**src/rtl/mult_scheduler.sv**
```systemverilog
// rtl/mult_scheduler.sv - two-lane round-robin scheduler for an iterative shift-add multiplier
module mult_scheduler #(
  parameter int WIDTH = 32
) (
  input  logic             clk,
  input  logic             reset,
  input  logic             req0,
  input  logic             req1,
  input  logic             signed0,
  input  logic             signed1,
  input  logic [WIDTH-1:0] a0,
  input  logic [WIDTH-1:0] b0,
  input  logic [WIDTH-1:0] a1,
  input  logic [WIDTH-1:0] b1,
  output logic             gnt0,
  output logic             gnt1,
  output logic             start_mult,
  output logic             busy_mult,
  output logic             done,
  output logic [WIDTH-1:0] hi,
  output logic [WIDTH-1:0] lo
);

  localparam int CW = $clog2(WIDTH + 1);

  typedef enum logic [1:0] {IDLE, RUN, FIX} state_t;

  state_t             state;
  state_t             state_nx;
  logic [CW-1:0]      count;
  logic               last_gnt;     // 1 = lane 1 was granted most recently
  logic               neg;
  logic [WIDTH-1:0]   mcand;
  logic [2*WIDTH-1:0] acc;          // upper half: partial sum, lower half: remaining multiplier bits

  logic [WIDTH-1:0]   a_sel;
  logic [WIDTH-1:0]   b_sel;
  logic               s_sel;
  logic [WIDTH-1:0]   a_abs;
  logic [WIDTH-1:0]   b_abs;
  logic [WIDTH:0]     sum;
  logic [2*WIDTH-1:0] acc_nx;
  logic [2*WIDTH-1:0] prod;

  // Next-state, round-robin grant and status outputs
  always_comb begin
    state_nx  = state;
    gnt0      = 1'b0;
    gnt1      = 1'b0;
    busy_mult = 1'b0;
    done      = 1'b0;
    case (state)
      IDLE: begin
        gnt0 = req0 & (~req1 | last_gnt);
        gnt1 = req1 & (~req0 | ~last_gnt);
        if (gnt0 | gnt1) state_nx = RUN;
      end
      RUN: begin
        busy_mult = 1'b1;
        if (count == CW'(WIDTH - 1)) state_nx = FIX;
      end
      FIX: begin
        busy_mult = 1'b1;
        done      = 1'b1;
        state_nx  = IDLE;
      end
      default: state_nx = IDLE;
    endcase
  end

  assign start_mult = gnt0 | gnt1;

  // Operand selection and magnitude conversion; the most-negative value maps to 2^(WIDTH-1)
  always_comb begin
    a_sel = gnt1 ? a1 : a0;
    b_sel = gnt1 ? b1 : b0;
    s_sel = gnt1 ? signed1 : signed0;
    a_abs = (s_sel & a_sel[WIDTH-1]) ? -a_sel : a_sel;
    b_abs = (s_sel & b_sel[WIDTH-1]) ? -b_sel : b_sel;
  end

  // One shift-add step: conditional add into the upper half keeping the carry, then shift right
  always_comb begin
    sum    = {1'b0, acc[2*WIDTH-1:WIDTH]} + {1'b0, (acc[0] ? mcand : {WIDTH{1'b0}})};
    acc_nx = {sum, acc[WIDTH-1:1]};
    prod   = neg ? -acc : acc;
  end

  // FSM state and datapath registers
  always_ff @(posedge clk or negedge reset) begin
    if (!reset) begin
      state    <= IDLE;
      count    <= '0;
      last_gnt <= 1'b1;
      neg      <= 1'b0;
      mcand    <= '0;
      acc      <= '0;
      hi       <= '0;
      lo       <= '0;
    end else begin
      state <= state_nx;
      case (state)
        IDLE: begin
          if (gnt0 | gnt1) begin
            last_gnt <= gnt1;
            mcand    <= a_abs;
            acc      <= {{WIDTH{1'b0}}, b_abs};
            neg      <= s_sel & (a_sel[WIDTH-1] ^ b_sel[WIDTH-1]);
            count    <= '0;
          end
        end
        RUN: begin
          acc   <= acc_nx;
          count <= count + CW'(1);
        end
        FIX: begin
          {hi, lo} <= prod;
        end
        default: ;
      endcase
    end
  end

endmodule

```
**config.mk**
```make
export PLATFORM = sky130hd
export DESIGN_NAME = mult_scheduler
export DESIGN_NICKNAME = d
export VERILOG_FILES = /design/src/rtl/mult_scheduler.sv
export SDC_FILE = /design/constraint.sdc
export NUM_CORES = 1
export LEC_CHECK = 0
export CAP_MARGIN = 20
export CORE_UTILIZATION = 45
export DETAILED_ROUTE_END_ITERATION = 8
export DONT_BUFFER_PORTS = 1
export SLEW_MARGIN = 25
export SYNTH_ARGS = -nofsm -noshare
export SYNTH_HDL_FRONTEND = slang
export SYNTH_SLANG_ARGS = --single-unit
```
**constraint.sdc**
```tcl
create_clock -name clk -period 9.6 [get_ports clk]
set_input_delay 2.88 -clock clk [delete_from_list [all_inputs] [get_ports clk]]
set_output_delay 2.88 -clock clk [all_outputs]
set_load 0.05 [all_outputs]
```
Word level (Yosys, flattened, before mapping)
Index checks and enable logic that the tools add are counted.
{"block": "totals", "ff_bits": 170, "word_cells": 56, "output_inout_bits": 69, "input_bits": 134}
{"block": "classes", "n_addsub": 5, "reduce_logical": 6, "bitwise_logic": 13, "mux": 18, "eq_ne": 6}
{"cell": "$mux 32", "n": 5}
{"cell": "$mux 64", "n": 2}
{"cell": "$pmux 64 s2", "n": 1}
{"cell": "$neg 32->32", "n": 2}
{"cell": "$neg 64->64", "n": 1}
{"cell": "$add 32x32->33", "n": 1}
{"cell": "$pmux 6 s2", "n": 1}
{"cell": "$add 6x1->6 const B", "n": 1}
{"cell": "$eq 6x5->1 const B", "n": 1}
{"cell": "$mux 6", "n": 1}
{"cell": "$ne 2x2->1 const B", "n": 3}
{"cell": "$reduce_and 2->1", "n": 3}
{"cell": "$and 1x1->1", "n": 5}
{"cell": "$mux 1", "n": 5}
{"cell": "$mux 2", "n": 2}
{"cell": "$or 1x1->1", "n": 4}
{"cell": "$pmux 2 s2", "n": 1}
{"cell": "$not 1->1", "n": 3}
{"cell": "$eq 2x1->1 const B", "n": 1}
{"cell": "$eq 2x2->1 const B", "n": 1}
{"cell": "$logic_not 2->1", "n": 1}
{"cell": "$reduce_bool 2->1", "n": 1}
{"cell": "$reduce_or 2->1", "n": 1}
{"cell": "$xor 1x1->1", "n": 1}

Longest topological paths before layout
Gate-level depths: netlist of the first run.
{"block": "depth", "word_depth": 9, "mapped_depth": 15}

Worst setup path before layout of the first run
OpenSTA, ideal clock, no wires.
{"block": "synth_timing", "path_kind": "in2out", "start": "input req1", "end": "output gnt1", "path_buffers": 2, "t_required_ps": 6720, "slack_ps": 2470, "t_arrival_ps": 4250, "cell_stages": 5, "cell_sequence": "and2_1 nand2_2 inv_1 buf_1 clkbuf_1"}
{"block": "synth_via", "elab_chain_len": 2}
{"item": "from (decl)", "line": "8", "rtl": "input logic req1,"}
{"item": "$and 1x1->1", "line": "55", "rtl": "gnt1 = req1 & (~req0 | ~last_gnt);"}
{"item": "$mux 1", "line": "52", "rtl": "case (state)"}
{"item": "to (decl)", "line": "16", "rtl": "output logic gnt1,"}
No other way between the ends.

Worst setup path in the final report of the first run
Ends and elaborated chain as after synthesis.

==> results of run 1 <==
routing by layer:
layer	up-vias	share of wire	routed length, µm
met5	-	0	0
met2	410	0.40	14660
met1	5193	0.51	18610
li1	5397	-	-
met3	26	0.080	2948
met4	0	0.012	426
critical path, cell delays in order:
cell,delay [ns]
and2_1,0.63
nand2_4,0.48
inv_1,0.51
sequential cells by signal, summed over array words and instances (netlist names):
signal and cells:
acc 64, hi 32, lo 32, mcand 32
count 6, state 2, last_gnt 1, neg 1
per-stage QoR:
stage               setup WS, ns  hold slack (ns)
floorplan                  2.470           0.4409
global placement           2.312           0.4543
detailed placement         2.220           0.4641
CTS                        2.220           0.4781
global route               2.095           0.4976
finish                     2.203           0.4733
where the power goes:
group | switching (mW) | internal (mW) | total, mW
Combinational | 1.30 | 0.793 | 2.09
Sequential | 0.896 | 1.05 | 1.95
Clock | 0.316 | 0.389 | 0.705
synthesized netlist by cell type (all sizes together), types with 33 or more instances:
cell / n / area, µm²
nand3: 54 / 270.3
nor3: 33 / 165.2
a21oi: 137 / 685.7
o21ai: 128 / 640.6
and2: 42 / 262.8
ha: 39 / 488.0
mux2i: 53 / 530.5
dfrtp: 169 / 4229
nor2: 141 / 529.3
xor2: 105 / 919.6
nand2: 114 / 430.4
clkbuf: 71 / 266.5
how the worst max path moves through the flow:
stage / to / slack (ns) / start / cells past startpoint
after floorplan: gnt1 / 2.47 / req1 / 5
after global placement: gnt1 / 2.31 / req1 / 3
after detailed placement: gnt1 / 2.22 / req1 / 3
after CTS: gnt1 / 2.22 / req1 / 3
after global routing: gnt1 / 2.09 / req1 / 3
final: gnt1 / 2.20 / req1 / 3
cells by family (layout without fill, tap and decap cells):
| group | count (synthesis) | in the layout | share of synthesized area |
|---|---|---|---|
| flops | 170 | 170 | 0.3422 |
| fa+ha+maj | 40 | 40 | 0.04085 |
| compound gates | 452 | 452 | 0.2263 |
| simple gates | 525 | 525 | 0.2157 |
| other cells | 0 | 1 | 0 |
| mux | 59 | 59 | 0.04840 |
| buf+inv | 110 | 69 | 0.03351 |
| xor+xnor | 132 | 132 | 0.09298 |
final cells by class:
cell class | instances | area, µm² | area share
Clock buffer | 17 | 425.4 | 0.03210
Tap cell | 341 | 426.7 | 0.03220
Inverter | 25 | 93.84 | 0.007081
Antenna cell | 1 | 2.502 | 0.0001888
Sequential cell | 170 | 4257 | 0.3212
Clock inverter | 15 | 161.4 | 0.01218
Multi-Input combinational cell | 1208 | 7795 | 0.5882
Timing Repair Buffer | 12 | 90.09 | 0.006798
==> results.yml, run 1 <==
run_status:
  status: "completed"
worst_hold_path:
  hold_path_end: "mcand[17]"
  min_from: "mcand[17]"
  holdCritPathClass: "reg -> reg"
  min_path_cells: 2
critical_path:
  rrSetupSlack_ns: 4.60
  required_ns: 6.72
  r2r_end: "mcand[14]"
  crit_type: "in -> out"
  path_max_fanout: 35
  start_kind: "primary input"
  crit_path_end_kind: "output port"
  cp_data_arrival_time_ns: 4.52
  rr_worst_depth: 11
  r2r-start: "state[0]"
route:
  wl_per_cell_um: 20.48
  ant_nets: 0
  num_vias: 11030
  drc_errors: 0
  routed_wl_um: 36650
  drtIter0Drc: 1028
  dr.pass1.iters: 5
  viasPerCell: 6.163
yosys:
  yosys_warnings: 0
  synth_cell_types: 76
  syn_inst: 1488
  seq_area_frac_synth: 0.3422
  ys_seq_elements: 170
  ys.flop_type: "dfrtp_1"
  syn_avg_cell_area_um2: 8.356
  synth-edff-count: 0
  syn_area_mm2: 0.01243
  postSynthNetCount: 1662
  async_reset_ff_frac: 1.000
timing:
  fin_worst_skew_ns: 0.01562
  fin_crit_sh: 0.7706
  layout_min_cycle_time_ns: 7.397
  rsz0062_at_grt: "false"
  hold_viol: 0
  slew_viol_final: 0
  worst-slew-pin-transition_ns: 1.026
  timing.fmax_mhz: 135.2
  timing.slew.headroom: 0.3180
  setup_tns_ns: 0
  setup_viol: 0
final_layout:
  fin_cells: 1789
  final_cell_mix: "168 x dfrtp_1, 140 x nor2_1, 137 x a21oi_1"
  design_area_mm2: 0.01325
  fill_cells: 2657
  final_common_cell: "dfrtp_1"
  area_growth_pct: 6.571
  final_util: 0.4903
  layout-drive-gt1-share: 0.05529
  fin_nets: 1608
pwr:
  power.leakage_nw: 5.704
  powerDensity_mw_per_mm2: 358.3
  vdd_drop_max_mv: 0.1982
  p_total_mw: 4.748
place:
  numPortBuffers: 0
  post-place-cells: 1756
  hpwl_um: 27290
  routabilityCongestion: 0.9451
  post_dp_cell_area_mm2: 0.01265
die:
  die_w_um: 168.2
  start_util: 0.4601
  die-area_mm2: 0.02830
  ios: 203
  dieHeight_um: 168.2
  core_mm2: 0.02703
  fp-row-count: 60
cts:
  cts_resized: 0
  root_buffer: "clkbuf_16"
  htreeDepth: 4
  post_cts_buffers: 0
  cts_max_path_buffers: 2
  cts_tree: "built"
  clkTransAtPathRegs_ns: 0.07
  ctsHoldBuffers: 0
  cts_buffers: 17
  cts.sinks: 170
  clk_latency_ns: 0.43
global_routing:
  grt.busiest_layer: "met1"
  grt_pass1_vias: 10540
  met2_usage: 0.3642
  globalRoute.totalOverflow: 0
  grt_max_degree: 171
  use_met3: 0.05313
  antenna_found_initial: 1
  grt_pass1_wl_um: 59110
  grtUsageTotal: 0.2629
  use_met1: 0.4134
job:
  maxCapViolCount: 0
(Power assumes the default switching activity.)
==> run 2: changes to the inputs <==
==> constraint.sdc (replaced) <==
create_clock -name clk -period 6.73 [get_ports clk]
set_input_delay 2.019 -clock clk [delete_from_list [all_inputs] [get_ports clk]]
set_output_delay 2.019 -clock clk [all_outputs]
set_load 0.05 [all_outputs]
==> results.yml, run 2 (same netlist as run 1, synthesis figures left out) <==
final_layout:
  design_area_mm2: 0.01330
  fin_nets: 1614
  seqCellArea_mm2: 0.004257
  final_cell_mix: "168 x dfrtp_1, 141 x nor2_1, 137 x a21oi_1"
  layout-drive-gt1-share: 0.05850
  largest_register_ffs: 64
  area_growth_pct: 6.984
  multi_input_area_mm2: 0.007787
  max_flop_register: "acc"
  final_util: 0.4922
  fill_cells: 2647
  fin_cells: 1795
  final_common_cell: "dfrtp_1"
timing:
  rsz0062_at_grt: "false"
  layout_min_cycle_time_ns: 5.192
  timing.fmax_mhz: 192.6
  setup_viol: 0
  setup_tns_ns: 0
  fin_crit_sh: 0.7715
  slew_viol_final: 0
  hold_viol: 0
  worst-slew-pin-transition_ns: 1.034
  timing.slew.headroom: 0.3127
  fin_worst_skew_ns: 0.01780
critical_path:
  path_max_fanout: 29
  start_kind: "primary input"
  required_ns: 4.71
  crit_type: "in -> out"
  crit_path_end_kind: "output port"
  cp_data_arrival_time_ns: 3.17
job:
  maxCapViolCount: 0
route:
  drc_errors: 0
  ant_nets: 0
  num_vias: 11100
  dr.pass1.iters: 5
  wl_per_cell_um: 20.36
  drtIter0Drc: 923
  routed_wl_um: 36550
  viasPerCell: 6.181
place:
  hpwl_um: 27240
  post-place-cells: 1762
  routabilityCongestion: 0.9130
  post_dp_cell_area_mm2: 0.01270
  numPortBuffers: 0
die:
  core_mm2: 0.02703
  start_util: 0.4601
  dieHeight_um: 168.2
  die_w_um: 168.2
  die-area_mm2: 0.02830
  fp-row-count: 60
  ios: 203
cts:
  cts_resized: 0
  cts_max_path_buffers: 2
  clk_latency_ns: 0.44
  ctsHoldBuffers: 0
  post_cts_buffers: 0
  clkTransAtPathRegs_ns: 0.06
  cts_tree: "built"
  cts.sinks: 170
  htreeDepth: 4
  root_buffer: "clkbuf_16"
  cts_buffers: 17
global_routing:
  grt_pass1_vias: 10510
  grtUsageTotal: 0.2618
  globalRoute.totalOverflow: 0
  grt_max_degree: 171
  antenna_found_initial: 1
  grt_pass1_wl_um: 58640
pwr:
  vdd_drop_max_mv: 0.2167
  powerDensity_mw_per_mm2: 511.2
  power.leakage_nw: 5.735
run_status:
  status: "completed"
worst_hold_path:
  holdCritPathClass: "reg -> reg"
-- run 2: routing by layer --
metal  track usage  up-vias  wire, µm
met4       0.05534        0       451
met5             0        -         0
met3       0.06394       22      3134
met2        0.3601      419     14310
met1        0.4074     5227     18650
li1              -     5427         -
-- run 2: power breakdown --
| group | total [mW] | internal (mW) | switching, mW | leakage [nW] |
|---|---|---|---|---|
| logic | 3.00 | 1.14 | 1.86 | 3.39 |
| registers | 2.78 | 1.50 | 1.28 | 2.05 |
| clock network | 1.02 | 0.565 | 0.450 | 0.287 |
-- run 2: final timing paths --
path | from | end | slack, ns | cells after the start
worst max-delay path | req0 | start_mult | 1.54 | 4
worst min-delay path | mcand[17] | mcand[17] | 0.48 | 2
worst max register to register | state[0] | mcand[14] | 2.52 | 13
worst min register to register | mcand[17] | mcand[17] | 0.48 | 2
max in group asynchronous | reset | hi[18] | 5.03 | 0
min in group asynchronous | reset | acc[11] | 1.30 | 0
-- run 2: critical path, cell delays in order --
cell	delay (ns)
or2_2	0.33
nand2_2	0.08
buf_4	0.29
inv_1	0.45
-- run 2: layout make-up --
cell class,count,share of cell area
Antenna cell,1,0.0001881
Clock inverter,14,0.01213
Multi-Input combinational cell,1208,0.5854
Tap cell,341,0.03207
Clock buffer,18,0.03301
Inverter,25,0.007054
Timing Repair Buffer,18,0.01016
Sequential cell,170,0.3200
-- run 2: through the flow --
| stage | setup slack (ns) | total power, mW | hold WS [ns] |
|---|---|---|---|
| 2_1_floorplan | 1.082 | 4.955 | 0.4409 |
| 4_1_cts | 1.557 | 6.800 | 0.4823 |
| 3_3_place_gp | 1.555 | 5.721 | 0.4560 |
| 3_5_place_dp | 1.450 | 5.770 | 0.4652 |
| 6_report | 1.538 | 6.800 | 0.4756 |
| 5_1_grt | 1.482 | 7.337 | 0.5020 |
